--- src/rtl/bf_pkg.sv ---
// Shared definitions for the Brainfuck core: opcode bytes and the control-state encoding.
package bf_pkg;

  localparam logic [7:0] OP_RIGHT = 8'h3E;
  localparam logic [7:0] OP_LEFT  = 8'h3C;
  localparam logic [7:0] OP_INC   = 8'h2B;
  localparam logic [7:0] OP_DEC   = 8'h2D;
  localparam logic [7:0] OP_OUT   = 8'h2E;
  localparam logic [7:0] OP_IN    = 8'h2C;
  localparam logic [7:0] OP_JZ    = 8'h5B;
  localparam logic [7:0] OP_JNZ   = 8'h5D;
  localparam logic [7:0] OP_END   = 8'h00;

  typedef enum logic [2:0] {
    FETCH,
    DECODE,
    EXEC,
    SCAN_F_RD,
    SCAN_F_CHK,
    SCAN_B_RD,
    SCAN_B_CHK,
    HALT
  } state_t;

endpackage

--- src/rtl/bf_core.sv ---
// Multi-cycle Brainfuck interpreter: fetches opcodes from a sync ROM, operates on cells
// in a sync RAM, and pulses stdout_en once per '.' instruction.
module bf_core
  import bf_pkg::*;
#(
  parameter int DATA_ADDR_WIDTH  = 16,
  parameter int DATA_VALUE_WIDTH = 32,
  parameter int PROG_ADDR_WIDTH  = 16,
  parameter int PROG_VALUE_WIDTH = 8,
  parameter int DEPTH_WIDTH      = 16
) (
  input  logic                        clk,
  input  logic                        reset,
  input  logic                        en,
  output logic [PROG_ADDR_WIDTH-1:0]  prog_addr,
  output logic                        prog_ren,
  input  logic [PROG_VALUE_WIDTH-1:0] prog_rval,
  output logic [DATA_ADDR_WIDTH-1:0]  data_addr,
  output logic                        data_ren,
  output logic                        data_wen,
  output logic [DATA_VALUE_WIDTH-1:0] data_wval,
  input  logic [DATA_VALUE_WIDTH-1:0] data_rval,
  output logic [7:0]                  stdout,
  output logic                        stdout_en
);

  localparam logic [PROG_VALUE_WIDTH-1:0] P_RIGHT = PROG_VALUE_WIDTH'(OP_RIGHT);
  localparam logic [PROG_VALUE_WIDTH-1:0] P_LEFT  = PROG_VALUE_WIDTH'(OP_LEFT);
  localparam logic [PROG_VALUE_WIDTH-1:0] P_INC   = PROG_VALUE_WIDTH'(OP_INC);
  localparam logic [PROG_VALUE_WIDTH-1:0] P_DEC   = PROG_VALUE_WIDTH'(OP_DEC);
  localparam logic [PROG_VALUE_WIDTH-1:0] P_OUT   = PROG_VALUE_WIDTH'(OP_OUT);
  localparam logic [PROG_VALUE_WIDTH-1:0] P_JZ    = PROG_VALUE_WIDTH'(OP_JZ);
  localparam logic [PROG_VALUE_WIDTH-1:0] P_JNZ   = PROG_VALUE_WIDTH'(OP_JNZ);
  localparam logic [PROG_VALUE_WIDTH-1:0] P_END   = PROG_VALUE_WIDTH'(OP_END);

  localparam logic [PROG_ADDR_WIDTH-1:0]  PC_ONE  = PROG_ADDR_WIDTH'(1);
  localparam logic [DATA_ADDR_WIDTH-1:0]  DP_ONE  = DATA_ADDR_WIDTH'(1);
  localparam logic [DEPTH_WIDTH-1:0]      D_ONE   = DEPTH_WIDTH'(1);
  localparam logic [DATA_VALUE_WIDTH-1:0] V_ONE   = DATA_VALUE_WIDTH'(1);

  state_t                      state_reg, state_next;
  logic [PROG_ADDR_WIDTH-1:0]  pc_reg, pc_next;
  logic [DATA_ADDR_WIDTH-1:0]  dp_reg, dp_next;
  logic [DEPTH_WIDTH-1:0]      depth_reg, depth_next;
  logic [PROG_VALUE_WIDTH-1:0] op_reg, op_next;
  logic [7:0]                  stdout_reg, stdout_next;

  logic rom_rd, ram_rd, ram_wr, out_pulse;
  logic run;

  assign run = en && !reset;

  always_ff @(posedge clk) begin
    if (reset) begin
      state_reg  <= FETCH;
      pc_reg     <= '0;
      dp_reg     <= '0;
      depth_reg  <= '0;
      op_reg     <= '0;
      stdout_reg <= '0;
    end else if (en) begin
      state_reg  <= state_next;
      pc_reg     <= pc_next;
      dp_reg     <= dp_next;
      depth_reg  <= depth_next;
      op_reg     <= op_next;
      stdout_reg <= stdout_next;
    end
  end

  always_comb begin
    state_next  = state_reg;
    pc_next     = pc_reg;
    dp_next     = dp_reg;
    depth_next  = depth_reg;
    op_next     = op_reg;
    stdout_next = stdout_reg;
    rom_rd      = 1'b0;
    ram_rd      = 1'b0;
    ram_wr      = 1'b0;
    out_pulse   = 1'b0;

    case (state_reg)
      FETCH: begin
        rom_rd     = 1'b1;
        state_next = DECODE;
      end

      DECODE: begin
        case (prog_rval)
          P_RIGHT: begin
            dp_next    = dp_reg + DP_ONE;
            pc_next    = pc_reg + PC_ONE;
            state_next = FETCH;
          end
          P_LEFT: begin
            dp_next    = dp_reg - DP_ONE;
            pc_next    = pc_reg + PC_ONE;
            state_next = FETCH;
          end
          P_END: state_next = HALT;
          P_INC, P_DEC, P_OUT, P_JZ, P_JNZ: begin
            ram_rd     = 1'b1;
            op_next    = prog_rval;
            state_next = EXEC;
          end
          default: begin
            // ',' and comment bytes: no stdin exists, so both just advance
            pc_next    = pc_reg + PC_ONE;
            state_next = FETCH;
          end
        endcase
      end

      EXEC: begin
        pc_next    = pc_reg + PC_ONE;
        state_next = FETCH;
        case (op_reg)
          P_INC, P_DEC: ram_wr = 1'b1;
          P_OUT: begin
            out_pulse   = 1'b1;
            stdout_next = data_rval[7:0];
          end
          P_JZ: begin
            if (data_rval == '0) begin
              depth_next = D_ONE;
              state_next = SCAN_F_RD;
            end
          end
          P_JNZ: begin
            if (data_rval != '0) begin
              // A ']' at address 0 cannot have a matching '[' before it
              if (pc_reg == '0) begin
                pc_next    = pc_reg;
                state_next = HALT;
              end else begin
                depth_next = D_ONE;
                pc_next    = pc_reg - PC_ONE;
                state_next = SCAN_B_RD;
              end
            end
          end
          default: state_next = HALT;
        endcase
      end

      SCAN_F_RD: begin
        rom_rd     = 1'b1;
        state_next = SCAN_F_CHK;
      end

      SCAN_F_CHK: begin
        pc_next    = pc_reg + PC_ONE;
        state_next = SCAN_F_RD;
        case (prog_rval)
          P_JZ: depth_next = depth_reg + D_ONE;
          P_JNZ: begin
            depth_next = depth_reg - D_ONE;
            if (depth_reg == D_ONE) state_next = FETCH;
          end
          P_END: begin
            pc_next    = pc_reg;
            state_next = HALT;
          end
          default: ;
        endcase
      end

      SCAN_B_RD: begin
        rom_rd     = 1'b1;
        state_next = SCAN_B_CHK;
      end

      SCAN_B_CHK: begin
        if (prog_rval == P_JZ && depth_reg == D_ONE) begin
          depth_next = '0;
          pc_next    = pc_reg + PC_ONE;
          state_next = FETCH;
        end else begin
          if (prog_rval == P_JNZ) depth_next = depth_reg + D_ONE;
          else if (prog_rval == P_JZ) depth_next = depth_reg - D_ONE;
          if (pc_reg == '0) begin
            state_next = HALT;
          end else begin
            pc_next    = pc_reg - PC_ONE;
            state_next = SCAN_B_RD;
          end
        end
      end

      HALT: state_next = HALT;

      default: state_next = HALT;
    endcase
  end

  assign prog_addr = pc_reg;
  assign data_addr = dp_reg;
  assign prog_ren  = run && rom_rd;
  assign data_ren  = run && ram_rd;
  assign data_wen  = run && ram_wr;
  assign stdout_en = run && out_pulse;
  assign data_wval = (op_reg == P_DEC) ? (data_rval - V_ONE) : (data_rval + V_ONE);
  // Present the new byte during the strobe itself so the consumer can latch it with the pulse
  assign stdout    = stdout_en ? data_rval[7:0] : stdout_reg;

endmodule

--- config.mk ---
export PLATFORM = sky130hd
export DESIGN_NAME = bf_core
export DESIGN_NICKNAME = d
export VERILOG_FILES = /design/src/rtl/bf_pkg.sv /design/src/rtl/bf_core.sv
export SDC_FILE = /design/constraint.sdc
export NUM_CORES = 1
export LEC_CHECK = 0
export CAP_MARGIN = 5
export CORE_MARGIN = 4
export CORE_UTILIZATION = 45
export CTS_CLUSTER_DIAMETER = 50
export DETAILED_ROUTE_END_ITERATION = 8
export GPL_ROUTABILITY_DRIVEN = 0
export PLACE_DENSITY = 0.74
export SLEW_MARGIN = 20
export SYNTH_ARGS = -nofsm -noshare
export SYNTH_HDL_FRONTEND = slang
export SYNTH_SLANG_ARGS = --single-unit
--- constraint.sdc ---
create_clock -name clk -period 5 [get_ports clk]
set_clock_uncertainty 0.15 [all_clocks]
set_input_delay 0.75 -clock clk [delete_from_list [all_inputs] [get_ports clk]]
set_output_delay 0.75 -clock clk [all_outputs]
set_load 0.05 [all_outputs]
# ---- After elaboration in Yosys (flattened, before gate mapping)
# Index checks and enable logic that the tools add are counted.
dict set report totals {
  output_inout_bits 76
  register_bits 67
  input_bits 43
  wordCells 102
}
dict set report op_classes {
  n_mux 35
  n_reduce_logical 25
  add_sub_neg 8
  n_eq_ne 28
}
# operator count
set ops {}
lappend ops {{$mux W16} 12}
lappend ops {{$pmux W16 S2} 3}
lappend ops {{$eq A8 B6 Y1 const B} 8}
lappend ops {{$pmux W16 S4} 1}
lappend ops {{$add A16 B1 Y16 const B} 3}
lappend ops {{$pmux W16 S3} 1}
lappend ops {{$sub A16 B1 Y16 const B} 3}
lappend ops {{$add A32 B1 Y32 const B} 1}
lappend ops {{$eq A8 B7 Y1 const B} 4}
lappend ops {{$logic_not A32 Y1} 1}
lappend ops {{$mux W32} 1}
lappend ops {{$reduce_bool A32 Y1} 1}
lappend ops {{$sub A32 B1 Y32 const B} 1}
lappend ops {{$pmux W3 S8} 1}
lappend ops {{$eq A16 B1 Y1 const B} 1}
lappend ops {{$logic_not A16 Y1} 1}
lappend ops {{$eq A3 B3 Y1 const B} 4}
lappend ops {{$ne A3 B3 Y1 const B} 4}
lappend ops {{$pmux W3 S2} 2}
lappend ops {{$pmux W3 S3} 1}
lappend ops {{$reduce_and A3 Y1} 3}
lappend ops {{$logic_not A8 Y1} 1}
lappend ops {{$mux W8} 1}
lappend ops {{$reduce_and A8 Y1} 1}
lappend ops {{other kinds (19)} 36}

# ---- Logic depth before layout (Yosys ltp)
# Gate-level depths: netlist of run 1.
dict set report depth {
  ltp_word 5
  ltp_mapped 16
  depth_no_buf 13
}

# ---- Worst setup path before layout of run 1
# Ideal clock, no wire load.
dict set report synth_path {
  kind {register to output}
  startpoint {register op_reg[1]}
  endpoint {output data_wval[30]}
  stages_incl_launch_ff 17
  setup_slack_ns -0.441
  required_ns 4.100
  path_buffers 4
  t_arrival_ns 4.541
  cell_sequence {dfxtp_1 > and4b_1 > nand2_1 > clkbuf_1 > clkbuf_1 > buf_1 > clkbuf_1 > xnor2_1 > ha_1 > nor4_1 > nand4b_1 > a21oi_1 > a211o_1 > o21ai_0 > a2111oi_0 > o21ai_0 > xor2_1}
}
dict set report synth_between {
  elab_chain_len 2
}
# element line
set synth_rtl {}
lappend synth_rtl {{start: declaration} bf_core.sv:45} ;# logic [PROG_VALUE_WIDTH-1:0] op_reg, op_next;
lappend synth_rtl {{start signal: assignment} bf_core.sv:66} ;# op_reg <= op_next;
lappend synth_rtl {{$eq A8 B6 Y1} bf_core.sv:203} ;# assign data_wval = (op_reg == P_DEC) ? (data_rval - V_ONE) : (data_rval + V_ONE);
lappend synth_rtl {{$mux W32} bf_core.sv:203}
lappend synth_rtl {{end: declaration} bf_core.sv:21} ;# output logic [DATA_VALUE_WIDTH-1:0] data_wval,
# No other way between the ends.

# ---- Worst setup path in the final report of run 1
dict set report layout_path {
  startpoint {input data_rval[7]}
  endpoint {output data_wval[29]}
}
dict set report layout_between {
  elab_chain_len 2
  elab_cells_between_ends 3
  classes_between {2 x add/sub; 1 x mux}
}
# element line
set layout_rtl {}
lappend layout_rtl {{start: declaration} bf_core.sv:22} ;# input logic [DATA_VALUE_WIDTH-1:0] data_rval,
lappend layout_rtl {{$add A32 B1 Y32 / $sub A32 B1 Y32 (equally long branches)} bf_core.sv:203}
lappend layout_rtl {{$mux W32 (*)} bf_core.sv:203}
# Every way passes the cells marked *; elsewhere a longest branch is shown, timed or not.

==> results.yml, run 1 <==
worst_setup_path:
  cp_max_fo: 5
  critPathCaptureType: "output pin"
  timing_worst_setup_path_type: "primary input to output pin"
  critical_path_arrival_ps: 3870
  r2r-start: "depth_reg[6]"
  worstRegToRegCells: 8
  timing.critical_path.required_ps: 4100
  critical_path.reg2reg.endpoint: "prog_addr[14]"
  startpoint: "data_rval[7]"
  critical_path.startpoint_type: "primary input"
  r2r_setup_slk_ps: 1760
global_routing:
  antenna_found_initial: 0
  groute.usage.overall: 0.2287
  grt-ovfl-total: 0
  grt_pass1_wl_um: 31530
  grt_max_degree: 56
  vias_in_the_first_global_route: 6324
floorplan:
  floorplan.die_area_mm2: 0.01632
  floorplan.die.width_um: 127.8
  design.core.area_mm2: 0.01399
  floorplan.die.height_um: 127.8
  num_io_pins: 119
  floorplan.initialDensity: 0.4614
  std_cell_rows: 43
pwr:
  powerDensity_mw_per_mm2: 180.8
  seq_power_share: 0.353
  power.share.clock: 0.437
  power.share.switching: 0.2853
  max-vdd-ir-drop_uv: 124.6
  internal_power_uw: 1102
  combinational_group_share_of_total_power: 0.211
  total_switching_power_uw: 439.8
  leak_pwr_uw: 0.003155
route:
  wirelength_routed_um: 19200
  residual_drc_count: 0
  via_per_inst: 6.037
  drt_iter0_markers: 771
  total_iterations_of_the_first_detailed_routing_run: 5
  wire_length_per_cell_after_detailed_routing_um: 16.20
  num_vias: 7154
  drtAntennaViolNets: 0
synth:
  yosys.cell_count.top_type: "nor2_1"
  synth_seq_area_share: 0.2078
  average_cell_area_after_synthesis_um2: 7.155
  ys_types: 83
  netlist_instances: 902
  yosysWarningCount: 0
  synth_flop_cell: "dfxtp_1"
  netlist_area_mm2: 0.006454
  yosys_register_bits: 67
  synth_top_cells_by_area: "dfxtp_1 (21%), xnor2_1 (6.1%), nor2_1 (5.3%), a21oi_1 (5.2%), nand2_1 (5.2%)"
  yosysTopAreaCell: "dfxtp_1"
  synth_top_area_frac: 0.2078
  synth_enable_flop_cells: 0
  synthArstFlopShare: 0
  synthTopCellsByCount: "nor2_1 (91), nand2_1 (89), a21oi_1 (67), dfxtp_1 (67), clkbuf_1 (55)"
  syn-num-nets: 969
finish:
  area_growth_pct: 32.11
  final.fill_count: 1262
  drive_gt1_frac: 0.1224
  diodes: 0
  fin_util: 0.6095
  postLayoutCellArea_mm2: 0.008526
  nets: 1067
clock_tree:
  cts.repair_timing.setup_buffer_count: 0
  ctsHtreeMaxLevel: 3
  cts_max_path_buffers: 2
  tritoncts_num_sinks: 67
  clkTransAtPathRegs_ps: 60
  cts_made_buffers: 9
  master_cell_of_the_clock_root_buffer: "clkbuf_16"
  tritoncts: "yes"
  worst_skew_pair.late_latency_ps: 340
sta:
  final.hold.worst_slack_ps: 324.8
  maxSlewViolCount: 0
  worst_slew_pin_slew_ps: 957.9
  slew-limit-headroom: 0.3614
  clock.fmax_ghz: 0.2098
  final_period_minus_worst_setup_slack_ps: 4766
  timing.final.setup_violations: 0
  setup_tns_ps: 0
  number_of_endpoints_with_negative_hold_slack_in_the_final_report: 0
  final_min_period_over_clock_period: 0.9532
hold_path:
  min_path_cells: 2
  worst_min_path_start: "data_addr[4]"
  hold_path_end: "data_addr[4]"
  holdCritPathClass: "register to register"
placement:
  port_buffers: 118
  placed_area_mm2: 0.008170
  detailedPlacementHpwl_um: 14310
run:
  timing.max_cap.violations: 0
status:
  run_status: "finished clean"
## stage by stage
step	instances	worst slack (ps)	total power, uW
floorplan	902	-69.71	731.7
global placement	1169	92.66	874.0
detailed placement	1169	-129.5	875.5
CTS	1185	193.3	1552
global route	1185	-22.73	1598
finish	1185	234.1	1541
## area by class of cell
type | instances | area [um^2] | area share
Inverter | 25 | 93.84 | 0.01101
Clock inverter | 4 | 55.05 | 0.006457
Clock buffer | 12 | 266.5 | 0.03126
Multi-Input combinational cell | 746 | 4867 | 0.5709
Timing Repair Buffer | 151 | 1677 | 0.1967
Tap cell | 180 | 225.2 | 0.02642
Sequential cell | 67 | 1341 | 0.1573
## cell families (layout without fill, tap and decap cells)
kind of cell             count (synthesis)  after routing  synth area share
adder cells (fa/ha/maj)                 24             24           0.04769
multiplexers                            26             26           0.04226
XOR/XNOR                                61             61           0.08278
AO/OA/AOI/OAI                          228            228            0.2377
buffers and inverters                   89            192           0.05409
flip-flops                              67             67            0.2078
AND/OR/NAND/NOR                        407            407            0.3276
## timing repair
action                                  CTS  global route
resized for setup                         1             5
endpoints found under the setup margin    1             3
hold buffers                              0             0
pin swaps                                 0             0
## cell usage in the layout, fill, tap and decap left out, drive strengths merged, types with 7 or more instances in the layout
cell type and instances:
nor4 27, nor2 93, and3 14, o21ai 45
xor2 16, o22ai 7, clkbuf 12, a31oi 10
nand4 19, mux2i 16, clkdlybuf4s50 88, xnor2 45
o31ai 11, and2 7, nor2b 8, dfxtp 67
ha 23, or3 22, a211oi 12, a21oi 68
inv 25, or4 8, mux2 10, nor3 40
nand3 40, buf 63, nand2 89
## worst max-delay path by stage
stage	end	slack [ps]	depth (start not counted)
final	data_wval[29]	230	10
after global placement	data_addr[15]	90	16
after detailed placement	data_addr[15]	-130	16
after CTS	data_addr[15]	190	16
after floorplan	data_wval[30]	-70	16
after global routing	data_addr[15]	-20	15
## per-layer routing
metal / global-route usage / share of wire
met4: 0.06305 / 0.018
met3: 0.03833 / 0.067
met2: 0.3678 / 0.46
met5: 0 / 0
met1: 0.3167 / 0.45
## critical path: stages
cell	delay, ps
clkdlybuf4s50_1	460
nor4_1	500
inv_1	190
a2111oi_0	400
a21oi_1	190
a211o_1	340
a41oi_1	350
mux2i_1	260
xor2_1	260
buf_12	170
## power by group through the flow
| stage | Sequential (uW) | Clock (uW) | Combinational, uW |
|---|---|---|---|
| after global routing | 544 | 710 | 344 |
| after floorplan | 555 | 0 | 177 |
| after global placement | 555 | 0 | 319 |
| after detailed placement | 555 | 0 | 321 |
| after CTS | 543 | 687 | 322 |
| final | 543 | 673 | 325 |
(Power assumes the default switching activity.)
==> run 2: changes to the inputs <==
--- a/config.mk
+++ b/config.mk
@@ -9,6 +9,7 @@
 export CORE_MARGIN = 4
 export CORE_UTILIZATION = 45
 export CTS_CLUSTER_DIAMETER = 50
+export CTS_CLUSTER_SIZE = 12
 export DETAILED_ROUTE_END_ITERATION = 8
 export GPL_ROUTABILITY_DRIVEN = 0
 export PLACE_DENSITY = 0.74
==> results of run 2 <==
Final layout, timing and power as in run 1 (identical DEF).
==> run 3: changes to the inputs <==
--- a/config.mk
+++ b/config.mk
@@ -6,7 +6,6 @@
 export NUM_CORES = 1
 export LEC_CHECK = 0
 export CAP_MARGIN = 5
-export CORE_MARGIN = 4
 export CORE_UTILIZATION = 45
 export CTS_CLUSTER_DIAMETER = 50
 export CTS_CLUSTER_SIZE = 12
==> results.yml, run 3 (synthesis gave the netlist of run 1 again) <==
global_routing:
  vias_in_the_first_global_route: 6093
  grt_use_met2: 0.3955
  grt_max_degree: 42
  groute.usage.overall: 0.2519
  grt_met3_use: 0.03933
  gr-usage-met1: 0.3542
  grt_pass1_wl_um: 30330
  antenna_found_initial: 0
  grt-ovfl-total: 0
  top_usage_layer: "met2"
floorplan:
  floorplan.die.width_um: 121.8
  floorplan.die_area_mm2: 0.01482
  std_cell_rows: 43
  num_io_pins: 119
  floorplan.die.height_um: 121.8
  design.core.area_mm2: 0.01393
  floorplan.initialDensity: 0.4631
sta:
  slew-limit-headroom: 0.3053
  number_of_endpoints_with_negative_hold_slack_in_the_final_report: 0
  final_min_period_over_clock_period: 0.9521
  setup_tns_ps: 0
  worst_slew_pin_slew_ps: 1042
  clock.fmax_ghz: 0.2101
  rsz0062_at_grt: "no"
  timing.final.setup_violations: 0
  maxSlewViolCount: 0
  fin_ws_ps: 239.4
  final_period_minus_worst_setup_slack_ps: 4761
route:
  num_vias: 7114
  via_per_inst: 6.024
  drtAntennaViolNets: 0
  total_iterations_of_the_first_detailed_routing_run: 5
  wire_length_per_cell_after_detailed_routing_um: 15.82
  drt_iter0_markers: 612
  wirelength_routed_um: 18680
  residual_drc_count: 0
clock_tree:
  ctsHtreeMaxLevel: 3
  master_cell_of_the_clock_root_buffer: "clkbuf_16"
  clkTransAtPathRegs_ps: 60
  tritoncts_num_sinks: 67
  worst_skew_pair.late_latency_ps: 340
  cts_max_path_buffers: 2
  cts.repair_timing.setup_buffer_count: 0
  tritoncts: "yes"
  cts_made_buffers: 9
finish:
  diodes: 0
  final_cell_mix: "nor2_1 (91), nand2_1 (89), clkdlybuf4s50_1 (88)"
  layout_commonest_cell: "nor2_1"
  drive_gt1_frac: 0.1179
  final.fill_count: 1255
  area_growth_pct: 31.16
  nets: 1063
  fin_util: 0.6074
pwr:
  combinational_group_share_of_total_power: 0.212
  powerDensity_mw_per_mm2: 178.5
  total_power_uw: 1511
  internal_power_uw: 1071
  total_switching_power_uw: 439.9
  leak_pwr_uw: 0.003113
  power.share.switching: 0.2912
  seq_power_share: 0.361
  max-vdd-ir-drop_uv: 175.5
  power.share.clock: 0.428
worst_setup_path:
  critical_path_arrival_ps: 3860
  crit_path_max_incr_delay_ps: 510
  critical_path.startpoint_type: "primary input"
  timing_worst_setup_path_type: "primary input to output pin"
  timing.critical_path.required_ps: 4100
  critPathCaptureType: "output pin"
  critical_path.n_buffers_inverters: 3
  cpMaxStageDelayCell: "a2111oi_0"
  critical-path-top-delay-family: "compound AO/OA/AOI/OAI gates"
  cp_cell_sequence: "clkdlybuf4s50_1 > nor4_1 > inv_1 > a2111oi_0 > a21oi_1 > a211o_1 > a41oi_1 > mux2i_1 > xor2_1 > buf_12"
  cp_max_fo: 3
status:
  run_status: "finished clean"
placement:
  port_buffers: 118
  detailedPlacementHpwl_um: 13880
  post-place-ws_ps: -11.23
run:
  timing.max_cap.violations: 0
hold_path:
  holdCritPathClass: "register to register"
## run 3: changes by cell type in the layout (fill, tap and decap cells not counted)
cell,before,now
a2111oi_0,3,4
a2111oi_1,1,0
o21ai_0,41,39
buf_4,36,33
buf_12,26,25
clkinvlp_4,1,3
o21ai_1,2,4
clkbuf_1,0,1
clkinv_4,1,0
clkbuf_8,3,1
## run 3: layer usage
layer	up-vias	part of all wire
met5	-	0
met2	294	0.46
met3	17	0.077
met4	0	0.011
met1	3277	0.45
li1	3526	-
## run 3: repair_timing
| action | CTS | global route |
|---|---|---|
| endpoints found under the setup margin | 0 | 11 |
| hold buffers | 0 | 0 |
| endpoints found under the hold margin | 0 | 0 |
| gates resized for setup | 0 | 7 |
## run 3: power by group through the flow
stage	Clock, uW	Combinational, uW	Sequential, uW
3_5_place_dp	0	315	557
5_1_grt	684	340	545
3_3_place_gp	0	314	556
4_1_cts	660	317	545
2_1_floorplan	0	177	555
6_report	646	320	545
## run 3: worst min-delay path, cell delays in order, from the launching register on
cell	delay [ps]
dfxtp_1	320
nand2_1	60
a21oi_1	50
## run 3: layout make-up
class	instances	area, um^2	share of cell area
Multi-Input combinational cell	746	4866	0.5749
Clock buffer	11	242.7	0.02868
Clock inverter	5	61.31	0.007243
Inverter	25	93.84	0.01109
Timing Repair Buffer	147	1634	0.1931
Sequential cell	67	1341	0.1585
Tap cell	180	225.2	0.02661
## run 3: metrics by stage
stage	area, um^2	hold WS, ps	instances
floorplan	6525	302.1	902
global placement	8128	318.1	1165
detailed placement	8128	320.0	1165
CTS	8432	328.6	1181
global route	8464	352.3	1181
finish	8464	323.5	1181
## run 3: final timing paths
kind	slack [ps]	startpoint	end	cells after the start
worst max-delay path	240	data_rval[7]	data_wval[29]	10
worst min-delay path	320	data_addr[5]	data_addr[5]	2
worst max register to register	1760	depth_reg[6]	prog_addr[4]	8
worst min register to register	320	data_addr[5]	data_addr[5]	2
